==> config.mk <==
export PLATFORM = sky130hd
export DESIGN_NAME = btb_bimodal
export DESIGN_NICKNAME = d
export VERILOG_FILES = /design/src/rtl/btb_pkg.sv /design/src/rtl/sat_counter.sv /design/src/rtl/btb_bimodal.sv
export SDC_FILE = /design/constraint.sdc
export NUM_CORES = 1
export LEC_CHECK = 0
export CAP_MARGIN = 40
export CORE_MARGIN = 5
export CORE_UTILIZATION = 55
export CTS_CLUSTER_SIZE = 28
export DETAILED_ROUTE_END_ITERATION = 12
export MAX_ROUTING_LAYER = met4
export PLACE_DENSITY = 0.74
export SKIP_CTS_REPAIR_TIMING = 1
export SLEW_MARGIN = 20
export SYNTH_ARGS = -nofsm -noshare
export SYNTH_HDL_FRONTEND = slang
export SYNTH_SLANG_ARGS = --single-unit
==> constraint.sdc <==
create_clock -name clk -period 4.6 [get_ports clk]
set_input_delay 0.46 -clock clk [delete_from_list [all_inputs] [get_ports clk]]
set_output_delay 0.46 -clock clk [all_outputs]
set_load 0.01 [all_outputs]
==> src/rtl/btb_pkg.sv <==
// rtl/btb_pkg.sv - shared branch-type encodings and counter helpers for the BTB
package btb_pkg;

  typedef enum logic [1:0] {
    BT_NONE     = 2'b00,
    BT_UNCOND   = 2'b01,
    BT_COND     = 2'b10,
    BT_INDIRECT = 2'b11
  } btype_e;

  localparam int unsigned CNT_MAX_W = 4;

  // Weakly-taken start value: only the MSB set.
  function automatic logic [CNT_MAX_W-1:0] cnt_weak_taken(input int unsigned w);
    logic [CNT_MAX_W:0] v;
    v = 5'd1 << (w - 1);
    return v[CNT_MAX_W-1:0];
  endfunction

  function automatic logic [CNT_MAX_W-1:0] cnt_max(input int unsigned w);
    logic [CNT_MAX_W:0] v;
    v = (5'd1 << w) - 5'd1;
    return v[CNT_MAX_W-1:0];
  endfunction

endpackage

==> src/rtl/sat_counter.sv <==
// rtl/sat_counter.sv - saturating up/down next-value logic for direction counters
module sat_counter
  import btb_pkg::*;
#(
  parameter int CNT_WIDTH = 2
) (
  input  logic [CNT_WIDTH-1:0] i_cnt,
  input  logic                 i_up,
  output logic [CNT_WIDTH-1:0] o_next
);

  localparam logic [CNT_MAX_W-1:0] MAX_FULL = cnt_max(CNT_WIDTH);
  localparam logic [CNT_WIDTH-1:0] MAX_VAL  = MAX_FULL[CNT_WIDTH-1:0];

  always_comb begin
    o_next = i_cnt;
    if (i_up) begin
      if (i_cnt != MAX_VAL) o_next = i_cnt + 1'b1;
    end else begin
      if (i_cnt != '0) o_next = i_cnt - 1'b1;
    end
  end

endmodule

==> src/rtl/btb_bimodal.sv <==
// rtl/btb_bimodal.sv - direct-mapped BTB with bimodal direction counters and statistics
module btb_bimodal
  import btb_pkg::*;
#(
  parameter int DEPTH        = 16,
  parameter int TAG_WIDTH    = 10,
  parameter int CNT_WIDTH    = 2,
  parameter int FETCH_STRIDE = 8
) (
  input  logic        clk,
  input  logic        rstn,
  input  logic        if0_allowin,
  input  logic [31:0] fetch_pc,
  output logic [31:0] pred_pc,
  output logic        pred_taken,
  output logic        pred_hit,
  input  logic        upd_valid,
  input  logic [31:0] upd_pc,
  input  logic [31:0] upd_tpc,
  input  logic        upd_taken,
  input  logic [1:0]  upd_btype,
  output logic [31:0] stat_lookup,
  output logic [31:0] stat_dir_fail,
  output logic [31:0] stat_add_fail,
  input  logic        predict_dir_fail,
  input  logic        predict_add_fail
);

  localparam int IDX_W = $clog2(DEPTH);
  localparam logic [CNT_MAX_W-1:0] CNT_INIT_FULL = cnt_weak_taken(CNT_WIDTH);
  localparam logic [CNT_WIDTH-1:0] CNT_INIT      = CNT_INIT_FULL[CNT_WIDTH-1:0];

  logic                 r_valid  [DEPTH];
  logic [TAG_WIDTH-1:0] r_tag    [DEPTH];
  logic [31:0]          r_target [DEPTH];
  logic [1:0]           r_btype  [DEPTH];
  logic [CNT_WIDTH-1:0] r_cnt    [DEPTH];

  logic [31:0] r_stat_lookup;
  logic [31:0] r_stat_dir_fail;
  logic [31:0] r_stat_add_fail;

  logic [IDX_W-1:0]     w_fidx;
  logic [TAG_WIDTH-1:0] w_ftag;
  logic [IDX_W-1:0]     w_uidx;
  logic [TAG_WIDTH-1:0] w_utag;
  logic                 w_fhit;
  logic                 w_ftaken;
  logic                 w_uhit;
  logic [CNT_WIDTH-1:0] w_cnt_next;
  logic                 w_unused_upd_pc;

  assign w_fidx = fetch_pc[3 +: IDX_W];
  assign w_ftag = fetch_pc[3+IDX_W +: TAG_WIDTH];
  assign w_uidx = upd_pc[3 +: IDX_W];
  assign w_utag = upd_pc[3+IDX_W +: TAG_WIDTH];

  // Low alignment bits and bits above the tag never participate in matching.
  assign w_unused_upd_pc = ^{upd_pc[2:0], upd_pc >> (3 + IDX_W + TAG_WIDTH)};

  assign w_fhit = r_valid[w_fidx] && (r_tag[w_fidx] == w_ftag);
  assign w_uhit = r_valid[w_uidx] && (r_tag[w_uidx] == w_utag);

  always_comb begin
    w_ftaken = 1'b0;
    if (w_fhit) begin
      case (r_btype[w_fidx])
        BT_UNCOND, BT_INDIRECT: w_ftaken = 1'b1;
        BT_COND:                w_ftaken = r_cnt[w_fidx][CNT_WIDTH-1];
        default:                w_ftaken = 1'b0;
      endcase
    end
  end

  assign pred_hit   = w_fhit;
  assign pred_taken = w_ftaken;
  assign pred_pc    = w_ftaken ? r_target[w_fidx] : fetch_pc + 32'(FETCH_STRIDE);

  sat_counter #(
    .CNT_WIDTH (CNT_WIDTH)
  ) u_sat_counter (
    .i_cnt  (r_cnt[w_uidx]),
    .i_up   (upd_taken),
    .o_next (w_cnt_next)
  );

  always_ff @(posedge clk or negedge rstn) begin
    if (!rstn) begin
      for (int i = 0; i < DEPTH; i++) begin
        r_valid[i]  <= 1'b0;
        r_tag[i]    <= '0;
        r_target[i] <= '0;
        r_btype[i]  <= '0;
        r_cnt[i]    <= '0;
      end
    end else if (upd_valid) begin
      if (w_uhit && (upd_btype == BT_NONE)) begin
        // A non-branch aliasing onto a live entry evicts it.
        r_valid[w_uidx] <= 1'b0;
      end else if (w_uhit) begin
        r_cnt[w_uidx] <= w_cnt_next;
        if (predict_add_fail && upd_taken) begin
          r_target[w_uidx] <= upd_tpc;
          r_btype[w_uidx]  <= upd_btype;
        end
      end else if (upd_taken) begin
        r_valid[w_uidx]  <= 1'b1;
        r_tag[w_uidx]    <= w_utag;
        r_target[w_uidx] <= upd_tpc;
        r_btype[w_uidx]  <= upd_btype;
        r_cnt[w_uidx]    <= CNT_INIT;
      end
    end
  end

  always_ff @(posedge clk or negedge rstn) begin
    if (!rstn) begin
      r_stat_lookup   <= '0;
      r_stat_dir_fail <= '0;
      r_stat_add_fail <= '0;
    end else begin
      if (if0_allowin)                   r_stat_lookup   <= r_stat_lookup + 32'd1;
      if (upd_valid && predict_dir_fail) r_stat_dir_fail <= r_stat_dir_fail + 32'd1;
      if (upd_valid && predict_add_fail) r_stat_add_fail <= r_stat_add_fail + 32'd1;
    end
  end

  assign stat_lookup   = r_stat_lookup;
  assign stat_dir_fail = r_stat_dir_fail;
  assign stat_add_fail = r_stat_add_fail;

endmodule

* Word level (Yosys, flattened, before mapping)
Cells that the tools add are included.
** Cells by class
- Bitwise operators :: 10
- Equality and inequality tests :: 8
- Magnitude comparators :: 3
- $add $sub $neg :: 6
- Reductions and logical operators :: 16
- Mux-type cells :: 53
** Operators by type and width (number)
- $mux 512 :: 3
- $bwmux 512 :: 1
- $mux 32 :: 9
- $bwmux 160 :: 1
- $bmux 32 s4 :: 1
- $demux 32 s4 :: 1
- $add 32x1->32 const B :: 3
- $bmux 10 s4 :: 2
- $bwmux 32 :: 2
- $mux 10 :: 5
- $mux 16 :: 3
- $demux 10 s4 :: 1
- $add 32x4->32 const B :: 1
- $and 16x16->16 :: 2
- $not 16->16 :: 2
- $or 16x16->16 :: 2
- $bmux 2 s4 :: 3
- $eq 10x10->1 :: 2
- $mux 2 :: 10
- $ge 5x5->1 const B :: 2
- $not 4->5 :: 2
- $bmux 1 s4 :: 2
- $demux 2 s4 :: 1
- $reduce_and 4->1 :: 2
- other kinds (16) :: 33
** Storage, ports and cells
- Output and inout bits :: 130
- Input bits :: 105
- Flip-flop bits (word level) :: 848

* Depth between registers and ports, before layout
- Depth after elaboration :: 9
- Gate-level depth with buffers :: 15
- Gate-level depth less buffers :: 8

* Cells and area by module
A second synthesis with hierarchy kept.
** Unflattened totals
- Cell total of the unflattened synthesis :: 2871
- Area, all modules :: 41461.0 um^2
** By module, submodules not included
- btb_bimodal :: area each 41434.7 um^2, cells an instance 2868, seq. area each 21220.4 um^2, instances 1
- sat_counter :: area each 26.3 um^2, cells an instance 3, seq. area each 0.0 um^2, instances 1

* Least setup slack after synthesis
OpenSTA, ideal clock, no wires.
- Kind :: input to output
- From :: input port fetch_pc[4]
- To :: output port pred_pc[26]
- Data arrival time :: 3.347 ns
- Data required time :: 4.140 ns
- Stages :: 8
- Setup slack :: 0.793 ns
- Cell sequence :: clkbuf_1 > clkbuf_1 > clkbuf_1 > clkbuf_1 > clkbuf_1 > mux4_2 > mux4_2 > mux2_1
** Between the ends
- Cells in the longest elaborated chain, start to end :: 9
- Elaborated cells on any way between the ends :: 26
** Ends and longest elaborated chain
- from (decl) :: RTL line btb_bimodal.sv:13 : input logic [31:0] fetch_pc,
- $not 4->5 (implied by the code)
- $bmux 2 s4 :: RTL line btb_bimodal.sv:67 : case (r_btype[w_fidx])
- $mux 2 (implied by the code) (2 in series) :: RTL line btb_bimodal.sv:67
- $eq 2x1->1 / $eq 2x2->1 (equally long branches) :: RTL line btb_bimodal.sv:67
- $reduce_or 2->1 :: RTL line btb_bimodal.sv:67
- $pmux 1 s2 :: RTL line btb_bimodal.sv:67
- $mux 1 :: RTL line btb_bimodal.sv:66 : if (w_fhit) begin
- $mux 32 (*) :: RTL line btb_bimodal.sv:77 : assign pred_pc = w_ftaken ? r_target[w_fidx] : fetch_pc + 32'(FETCH_STRIDE);
- to (decl) :: RTL line btb_bimodal.sv:14 : output logic [31:0] pred_pc,
Mark *: on every way between the ends. The rest lies on a longest branch, timed or not. The select of a mux whose other input is x is not followed.

* Final worst setup path
- From :: register r_tag[9] (netlist bit)
- To :: output port pred_pc[0]
** Between the ends
- Cells in the longest elaborated chain, start to end :: 7
** Ends and longest elaborated chain
- from (decl) :: RTL line btb_bimodal.sv:34 : logic [TAG_WIDTH-1:0] r_tag [DEPTH];
- from (signal, indexed assignment) :: RTL line btb_bimodal.sv:108 : r_tag[w_uidx] <= w_utag;
- $bmux 10 s4 :: RTL line btb_bimodal.sv:61 : assign w_fhit = r_valid[w_fidx] && (r_tag[w_fidx] == w_ftag);
- $mux 10 (implied by the code) (2 in series) :: RTL line btb_bimodal.sv:61
- $eq 10x10->1 :: RTL line btb_bimodal.sv:61
- $logic_and 1x1->1 :: RTL line btb_bimodal.sv:61
- $mux 1 :: RTL line btb_bimodal.sv:66
- $mux 32 :: RTL line btb_bimodal.sv:77
No other way between the ends. The select of a mux whose other input is x is not followed.

==> flow_metrics.py <==
metrics = {
    "grt": {
        "grt_pass1_wl_um": 169000,
        "grt_max_degree": 131,
        "grt-ovfl-total": 0,
        "grt_use_total_pct": 27.1,
        "antenna_found_initial": 9,
        "grt_pass1_vias": 27898,
    },
    "routing": {
        "drt_iter0_markers": 2149,
        "drtPass1Iterations": 5,
        "drt_wl_total_um": 110000,
        "wl_per_cell_um": 26.7,
        "ant_nets": 0,
        "vias": 25655,
        "drc": 0,
        "vias_per_cell": 6.21,
    },
    "clock_tree": {
        "cts.sinks": 848,
        "cts_max_path_buffers": 3,
        "clkLatencyLatePin_ns": 0.66,
        "h-tree-depth": 3,
        "clockRootBuffer": "clkbuf_16",
        "clk_pin_slew_ns": 0.06,
        "cts_tree": "built",
        "numCtsBuffers": 93,
    },
    "finish": {
        "fin_nets": 3124,
        "drive_above_1_share_pct": 41.4,
        "mostFrequentLayoutCells": "dfrtp_1 (848), mux2_2 (369), mux2_4 (360), mux4_2 (238), clkdlybuf4s50_1 (182)",
        "areaGrowthSynthToFinish_pct": 15.4,
        "fillCellCount": 5372,
        "fin_area_um2": 49300,
        "final_common_cell": "dfrtp_1",
        "fin_cells": 4131,
    },
    "min_path": {
        "hp-class": "reg2reg",
        "min-delay-start": "stat_lookup[31]",
        "holdPathStages": 1,
        "min_to": "stat_lookup[31]",
    },
    "pwr": {
        "vdd_drop_max_v": 0.000317,
        "power.clock.fraction_pct": 35.2,
        "p_comb_share_pct": 19.1,
        "pwr-share-seq_pct": 45.8,
        "p_int_uw": 15900,
        "swShare_pct": 25.8,
        "p_per_area_nw_per_um2": 435,
        "leakage_uw": 0.0218,
        "switchingPower_uw": 5550,
    },
    "logic_synthesis": {
        "synth_area_per_cell_um2": 15.2,
        "synth_top_area_share_pct": 49.7,
        "syn-cell-area_um2": 42700,
        "synth_cells": 2812,
        "synth_top_area_cell": "dfrtp_1",
        "synthFlopType": "dfrtp_1",
        "synth_seq_cells": 848,
        "synthArstFlopShare_pct": 100,
        "syn_nets": 2921,
        "ys_warn_count": 0,
        "synth_cell_types": 52,
        "synth_area_leaders": "dfrtp_1 (50%), mux2_4 (13%), mux4_2 (13%)",
        "ys_seq_area_share_pct": 49.7,
        "synth_edf_count": 0,
    },
    "worst_setup_path": {
        "reg2reg_slack_ns": 1.07,
        "critPathKind": "reg2out",
        "cp.arrival_ns": 4.13,
        "cp_data_required_time_ns": 4.14,
        "rr_worst_depth": 10,
        "crit_path_start_kind": "flop",
        "r2r-start": "r_tag[21]",
        "r2r_end": "r_tag[113]",
        "path_max_fanout": 8,
        "end_kind": "output port",
    },
    "place": {
        "place_congestion": 0.898,
        "dp_hpwl_um": 67100,
        "place_area_um2": 46000,
        "place_inst": 3948,
        "portBuffers": 216,
    },
    "timing": {
        "period_needed_ns": 4.59,
        "min_period_over_period_pct": 99.8,
        "hold_viol": 0,
        "timing.setup.tns_ns": 0,
        "slew_viol_final": 0,
        "rsz0062_at_grt": "yes",
        "finalSetupViolCount": 0,
        "slew_headroom_pct": 33.6,
        "fmax_ghz": 0.218,
        "fin_skew_ns": 0.0494,
        "worst_pin_slew_ns": 0.996,
    },
    "die": {
        "start_util_pct": 55.3,
        "io_pins": 235,
        "die_y_um": 289,
        "core_area_um2": 77200,
        "die_area_um2": 83300,
        "die_w_um": 289,
        "num_rows": 102,
    },
    "run_status": {
        "status": "finished, final reports clean",
    },
    "job": {
        "maxCapViolCount": 0,
    },
}
## cells in the mapped netlist, types with 14 or more instances
library cell	number
a21oi_1	41
and3_1	27
buf_1	27
buf_2	46
buf_6	50
clkbuf_1	98
dfrtp_1	848
inv_1	24
mux2_1	26
mux2_2	367
mux2_4	360
mux2i_1	59
mux4_2	238
nand2_1	116
nand3_1	47
nand4_1	15
nor2_1	53
nor2b_1	14
o21a_1	17
o22a_1	32
o22ai_1	22
o31ai_1	16
xnor2_1	96
xor2_1	49
## through the flow
stage	utilization (%)	hold WS, ns	worst slack (ns)	total power (uW)
finish	63.9	0.472	0.00709	21500
global route	63.9	0.487	-0.0884	22300
CTS	63.6	-0.0670	-0.235	21600
detailed placement	59.6	0.469	-0.0752	14000
global placement	59.6	0.459	-0.0658	13700
floorplan	-	0.164	0.793	12600
## routing by layer
layer | wire length, um | vias to the layer above | global-route usage (%)
li1 | - | 10802 | -
met2 | 53900 | 853 | 42.7
met5 | 0 | - | -
met3 | 6720 | 215 | 5.53
met1 | 46000 | 13785 | 35.7
met4 | 3750 | 0 | 8.87
## area by class of cell
| cell class | count | area [um^2] | share of cell area (%) |
|---|---|---|---|
| flip-flops and latches | 848 | 21200 | 43.0 |
| multi-input cells | 1701 | 20000 | 40.5 |
| repair buffers | 347 | 3590 | 7.28 |
| clock buffers | 131 | 2660 | 5.40 |
| well taps | 1040 | 1300 | 2.64 |
| clock inverters | 32 | 452 | 0.916 |
| inverters | 24 | 90.1 | 0.183 |
| diodes | 8 | 20.0 | 0.0406 |
## state kept, by name, indices dropped and copies added, names as in the netlist, named ones only
name / cells
r_target: 512
r_tag: 160
r_btype: 32
r_cnt: 32
stat_add_fail: 32
stat_dir_fail: 32
stat_lookup: 32
## logic make-up after synthesis
group	Yosys count	synth area share, %
multiplexers	1050	36.9
AO/OA/AOI/OAI	184	3.03
XOR/XNOR	145	2.97
adder cells (fa/ha/maj)	6	0.164
flip-flops	848	49.7
AND/OR/NAND/NOR	316	3.56
buffers and inverters	263	3.66
## worst max-delay path by stage
stage | to | slack (ns) | startpoint
after floorplan | pred_pc[26] | 0.79 | fetch_pc[4]
after detailed placement | pred_pc[4] | -0.08 | fetch_pc[3]
after CTS | pred_pc[4] | -0.24 | r_tag[9]
after global routing | pred_pc[0] | -0.09 | r_tag[9]
after global placement | pred_pc[4] | -0.07 | fetch_pc[3]
final | pred_pc[0] | 0.007 | r_tag[9]
## power groups by stage
stage / Combinational, uW / Sequential (uW) / Clock (uW)
after floorplan: 3010 / 9580 / 0
after global placement: 3940 / 9740 / 0
after detailed placement: 4090 / 9890 / 0
after CTS: 4120 / 9780 / 7680
after global routing: 4380 / 9960 / 8000
final: 4090 / 9820 / 7550
## critical path, stage by stage (launching register included)
cell and delay, ns:
dfrtp_1 0.40, mux4_2 0.47, mux4_2 0.55, xor2_1 0.17, a21oi_2 0.16, nand2_1 0.10, or4b_4 0.63, buf_8 0.22
mux2_2 0.23, clkdlybuf4s50_1 0.54
No activity file was read; power rests on OpenSTA's default activity.
